--- src/rtl/uart_note_pkg.sv ---
// Shared types and sizes for the note UART link (encoder and decoder sides).
package uart_note_pkg;
   typedef enum logic [1:0] {IDLE, START, DATA, STOP} tx_state_t;
   localparam int DATA_BITS = 8;
   localparam int NOTE_W    = 7;
endpackage

--- src/rtl/uart_baud_counter.sv ---
// Bit-period timer: counts 0..CLKS_PER_BIT-1 and ticks on the terminal count.
module uart_baud_counter #(
   parameter int CLKS_PER_BIT = 868
) (
   input  logic clk_in,
   input  logic rst_in,
   input  logic clear,
   output logic tick
);
   localparam int CW = (CLKS_PER_BIT > 1) ? $clog2(CLKS_PER_BIT) : 1;

   logic [CW-1:0] cnt;

   assign tick = (cnt == CW'(CLKS_PER_BIT - 1));

   always_ff @(posedge clk_in) begin
      if (rst_in || clear || tick) cnt <= '0;
      else                         cnt <= cnt + CW'(1);
   end
endmodule

--- src/rtl/uart_note_encoder.sv ---
// Serialises 7-bit note codes as 8N1-style UART frames with a one-entry holding register.
module uart_note_encoder
   import uart_note_pkg::*;
#(
   parameter int   CLKS_PER_BIT = 868,
   parameter int   STOP_BITS    = 1,
   parameter logic MSB_FLAG     = 1'b0
) (
   input  logic              clk_in,
   input  logic              rst_in,
   input  logic [NOTE_W-1:0] note_in,
   input  logic              note_valid_in,
   output logic              note_ready_out,
   output logic              tx_out,
   output logic              busy_out,
   output logic              frame_done_out
);
   tx_state_t            state, state_next;
   logic [2:0]           bit_idx, bit_next;
   logic [DATA_BITS-1:0] shift, shift_next;
   logic [NOTE_W-1:0]    hold_note;
   logic                 hold_valid;
   logic                 load, done, tick, clear, tx_next;

   assign note_ready_out = ~hold_valid;

   uart_baud_counter #(.CLKS_PER_BIT(CLKS_PER_BIT)) u_baud (
      .clk_in (clk_in),
      .rst_in (rst_in),
      .clear  (clear),
      .tick   (tick)
   );

   always_comb begin
      state_next = state;
      bit_next   = bit_idx;
      shift_next = shift;
      load       = 1'b0;
      done       = 1'b0;
      case (state)
         IDLE: if (hold_valid) begin
            load       = 1'b1;
            state_next = START;
         end
         START: if (tick) begin
            state_next = DATA;
            bit_next   = '0;
         end
         DATA: if (tick) begin
            shift_next = {1'b0, shift[DATA_BITS-1:1]};
            if (bit_idx == 3'(DATA_BITS - 1)) begin
               state_next = STOP;
               bit_next   = '0;
            end else begin
               bit_next = bit_idx + 3'd1;
            end
         end
         STOP: if (tick) begin
            if (bit_idx == 3'(STOP_BITS - 1)) begin
               done = 1'b1;
               // Chain straight into the next start bit when a note is waiting.
               if (hold_valid) begin
                  load       = 1'b1;
                  state_next = START;
               end else begin
                  state_next = IDLE;
               end
            end else begin
               bit_next = bit_idx + 3'd1;
            end
         end
         default: state_next = IDLE;
      endcase
      if (load) shift_next = {MSB_FLAG, hold_note};
      clear = (state_next != state) || (state == IDLE);
      case (state)
         START:   tx_next = 1'b0;
         DATA:    tx_next = shift[0];
         default: tx_next = 1'b1;
      endcase
   end

   // Line outputs are registered, so the pin lags the FSM by one cycle.
   always_ff @(posedge clk_in) begin
      if (rst_in) begin
         state          <= IDLE;
         bit_idx        <= '0;
         shift          <= '0;
         hold_note      <= '0;
         hold_valid     <= 1'b0;
         tx_out         <= 1'b1;
         busy_out       <= 1'b0;
         frame_done_out <= 1'b0;
      end else begin
         state          <= state_next;
         bit_idx        <= bit_next;
         shift          <= shift_next;
         tx_out         <= tx_next;
         busy_out       <= (state != IDLE);
         frame_done_out <= done;
         if (load) begin
            hold_valid <= 1'b0;
         end else if (note_valid_in && !hold_valid) begin
            hold_valid <= 1'b1;
            hold_note  <= note_in;
         end
      end
   end
endmodule

--- config.mk ---
export PLATFORM = sky130hd
export DESIGN_NAME = uart_note_encoder
export DESIGN_NICKNAME = d
export VERILOG_FILES = /design/src/rtl/uart_note_pkg.sv /design/src/rtl/uart_baud_counter.sv /design/src/rtl/uart_note_encoder.sv
export SDC_FILE = /design/constraint.sdc
export NUM_CORES = 1
export LEC_CHECK = 0
export ABC_AREA = 0
export BUFFER_PORTS_ARGS = -buffer_cell sky130_fd_sc_hd__buf_2
export CAP_MARGIN = 20
export CORE_ASPECT_RATIO = 0.7
export CORE_MARGIN = 2
export CORE_UTILIZATION = 30
export CTS_CLUSTER_DIAMETER = 50
export DETAILED_ROUTE_END_ITERATION = 7
export GPL_ROUTABILITY_DRIVEN = 1
export SETUP_SLACK_MARGIN = 0.2
export SKIP_LAST_GASP = 1
export SLEW_MARGIN = 10
export SYNTH_ARGS = -nofsm -noshare
export SYNTH_HDL_FRONTEND = slang
export SYNTH_SLANG_ARGS = --single-unit
--- constraint.sdc ---
create_clock -name clk_in -period 1.8 [get_ports clk_in]
set_clock_uncertainty 0.05 [all_clocks]
set_input_delay 0.27 -clock clk_in [delete_from_list [all_inputs] [get_ports clk_in]]
set_output_delay 0.27 -clock clk_in [all_outputs]
set_load 0.02 [all_outputs]
==> flow_summary.ini <==
[run_status]
outcome = finished, final reports clean

[finish]
final_common_cell = nor2_1
fin_nets = 231
area_growth_pct = 32.46
multi_input_area_um2 = 1052
drive_gt1_share_pct = 36.45
layout_common_cells = nor2_1, dfxtp_1, buf_4
num_antenna_cells = 0
fill_cells = 526
register_area_um2 = 675.6

[global_route]
grt_overflow_total = 0
antenna_found_initial = 0
grt_pass1_vias = 1308
grt_usage_pct = 13.55
grt_pass1_wl_mm = 6.382
grt_max_degree = 18

[worst_setup_path]
critical_path_class = reg -> reg
worstRegToRegCells = 6
cpPeakStageDelay_ps = 370
cp-end-kind = flip-flop
start_kind = flip-flop
cp_slowest_cell = dfxtp_2
reg2reg_from = u_baud.cnt[0]
crit_family = compound AO/OA/AOI/OAI gates
cp_cell_sequence = ha_4 -> nor3b_4 -> nand4_1 -> a32oi_4 -> a21oi_1 -> a311oi_1
required_ps = 1940
r2r_end = state[0]
ff2ff_setup_slack_ps = 50
worstPathMaxFanout = 6
crit_arrival_ps = 1890
cp_num_buf_inv = 0

[clocking]
cts_buffer_depth = 2
cts_tree = done
htree_levels = 2
cts_sinks = 33
clk_latency_ps = 290
cts_buffers = 5
clkSlewWorstSetupHoldPaths_ps = 70
cts_root_buffer = clkbuf_8

[sta]
setup_viol = 0
tightest_slew_ps = 418.5
fin_setup_tns_ps = 0
slew_headroom_pct = 72.01
fin_crit_sh_pct = 97.24
worst_hold_slack_ps = 164.2
max_freq_mhz = 571.3
finalMaxSlewViolations = 0
hold_violations = 0
rsz0062_at_grt = yes
finalCriticalPeriod_ps = 1750

[routing]
antenna_left = 0
drtIter0Drc = 72
wl_mm = 3.817
dr_total_vias = 1422
via_per_inst = 4.972
first_pass_iters = 4
post-route-drc-count = 0
routedWlPerCell_um = 13.35

[floorplanning]
dieArea_um2 = 6172
rows = 22
ios = 14
core-area_um2 = 5285
dieHeight_um = 66.34
die_x_um = 93.05
initial_utilization_pct = 31.51

[synth]
ys_seq_elements = 33
synth.avg_cell_area_um2 = 9.252
ys_seq_area_share_pct = 39.67
synth_edf_count = 0
syn_nets = 198
async_reset_ff_share_pct = 0
ys_types = 44
syn-cell-area_um2 = 1665
synthFlopType = dfxtp_1
synth_cells = 180
ys_warn_count = 0

[power]
power_leakage_nw = 0.8274
ir_drop_uv = 265.4
p_per_area_nw_per_um2 = 835.1

[min_path]
hold_depth = 3
hold_path_class = in -> reg
worstHoldStart = note_in[2]
whs_endpoint = hold_note[2]

[place]
gp_congestion = 0.8593
portBuffers = 13
detailed_place_hpwl_mm = 2.619

[run]
cap_viol_max_count = 0
[sequential cells by signal (all words and copies together), names as in the netlist]
signal,count
busy_out,1
hold_note,7
bit_idx,3
tx_out,1
state,2
hold_valid,1
frame_done_out,1
u_baud.cnt,10
shift,7
[metrics by stage]
step                      setup WS (ps)  instances  utilization [%]  power, mW  instance area, um^2
after floorplan                   145.6        180                -      1.027                 1754
after global placement            18.53        268            36.79      1.100                 1944
after detailed placement          9.811        268            36.79      1.106                 1944
after CTS                         58.03        283            40.63      1.852                 2147
after global routing             -37.37        286            41.74      1.936                 2206
final                             49.74        286            41.74      1.842                 2206
[where the power goes]
group / switching, mW / internal (mW) / leakage, nW
Clock: 0.280 / 0.438 / 0.0645
Sequential: 0.0307 / 0.774 / 0.272
Combinational: 0.181 / 0.139 / 0.490
Total: 0.491 / 1.35 / 0.827
[synthesized netlist by cell type, types with 2 or more instances]
master / instances / area, um^2
a21oi_1: 5 / 25.02
a311oi_1: 6 / 52.55
and3_1: 2 / 12.51
buf_2: 2 / 10.01
buf_6: 2 / 22.52
clkbuf_1: 4 / 15.01
dfxtp_1: 33 / 660.6
ha_1: 8 / 100.1
inv_1: 10 / 37.54
mux2i_1: 12 / 120.1
nand2_1: 7 / 26.28
nand2b_1: 3 / 18.77
nand3_1: 11 / 55.05
nand4_1: 5 / 31.28
nand4b_1: 2 / 17.52
nor2_1: 31 / 116.4
nor3_1: 3 / 15.01
o21ai_0: 2 / 10.01
xnor2_1: 2 / 17.52
xor2_1: 6 / 52.55
[kinds of logic (layout without fill, tap and decap cells)]
family / after synthesis / in the layout / share of synthesized area (%)
multiplexers: 12 / 12 / 7.213
AO/OA/AOI/OAI: 24 / 25 / 13.00
XOR/XNOR: 8 / 8 / 4.208
adder cells (fa/ha/maj): 8 / 8 / 6.011
buffers and inverters: 18 / 51 / 5.109
flip-flops: 33 / 33 / 39.67
AND/OR/NAND/NOR: 77 / 77 / 24.80
[cell type report]
cell class                 count  area share [%]
inverter                      10           2.042
sequential                    33           30.63
timing repair buffer          33           9.926
tap                           72           4.084
clock inverter                 1          0.2269
multi-input combinational    130           47.70
clock buffer                   7           5.389
[worst reg2reg max path, cell delays in order (launching register included)]
cell and delay [ps]:
dfxtp_2 370, ha_4 140, nor3b_4 310, nand4_1 210, a32oi_4 310, a21oi_1 70
a311oi_1 200
[layer usage]
layer  GRT usage, %  wire length, um  vias up
met5              0                0        -
met4          5.515               59        0
met3          4.561              198        5
met2          19.66             1626       35
met1          18.37             1933      677
li1               -                -      705
[worst max-delay path by stage]
stage | to | cells after the start | slack (ps) | from
detailed placement | u_baud.cnt[0] | 7 | 10 | state[1]
floorplan | u_baud.cnt[0] | 7 | 150 | state[0]
finish | state[0] | 6 | 50 | u_baud.cnt[0]
global route | state[0] | 6 | -40 | u_baud.cnt[1]
CTS | u_baud.cnt[8] | 7 | 60 | state[0]
global placement | u_baud.cnt[7] | 7 | 20 | state[1]
[timing repair]
action / in CTS / in global routing
hold endpoints to repair: 0 / 0
gates resized for setup: 6 / 8
pin swaps: 7 / 7
cloned: 1 / 0
setup endpoints to repair: 23 / 24
buffers inserted: 6 / 3
hold buffers: 0 / 0
No activity file was read; power rests on OpenSTA's default activity.
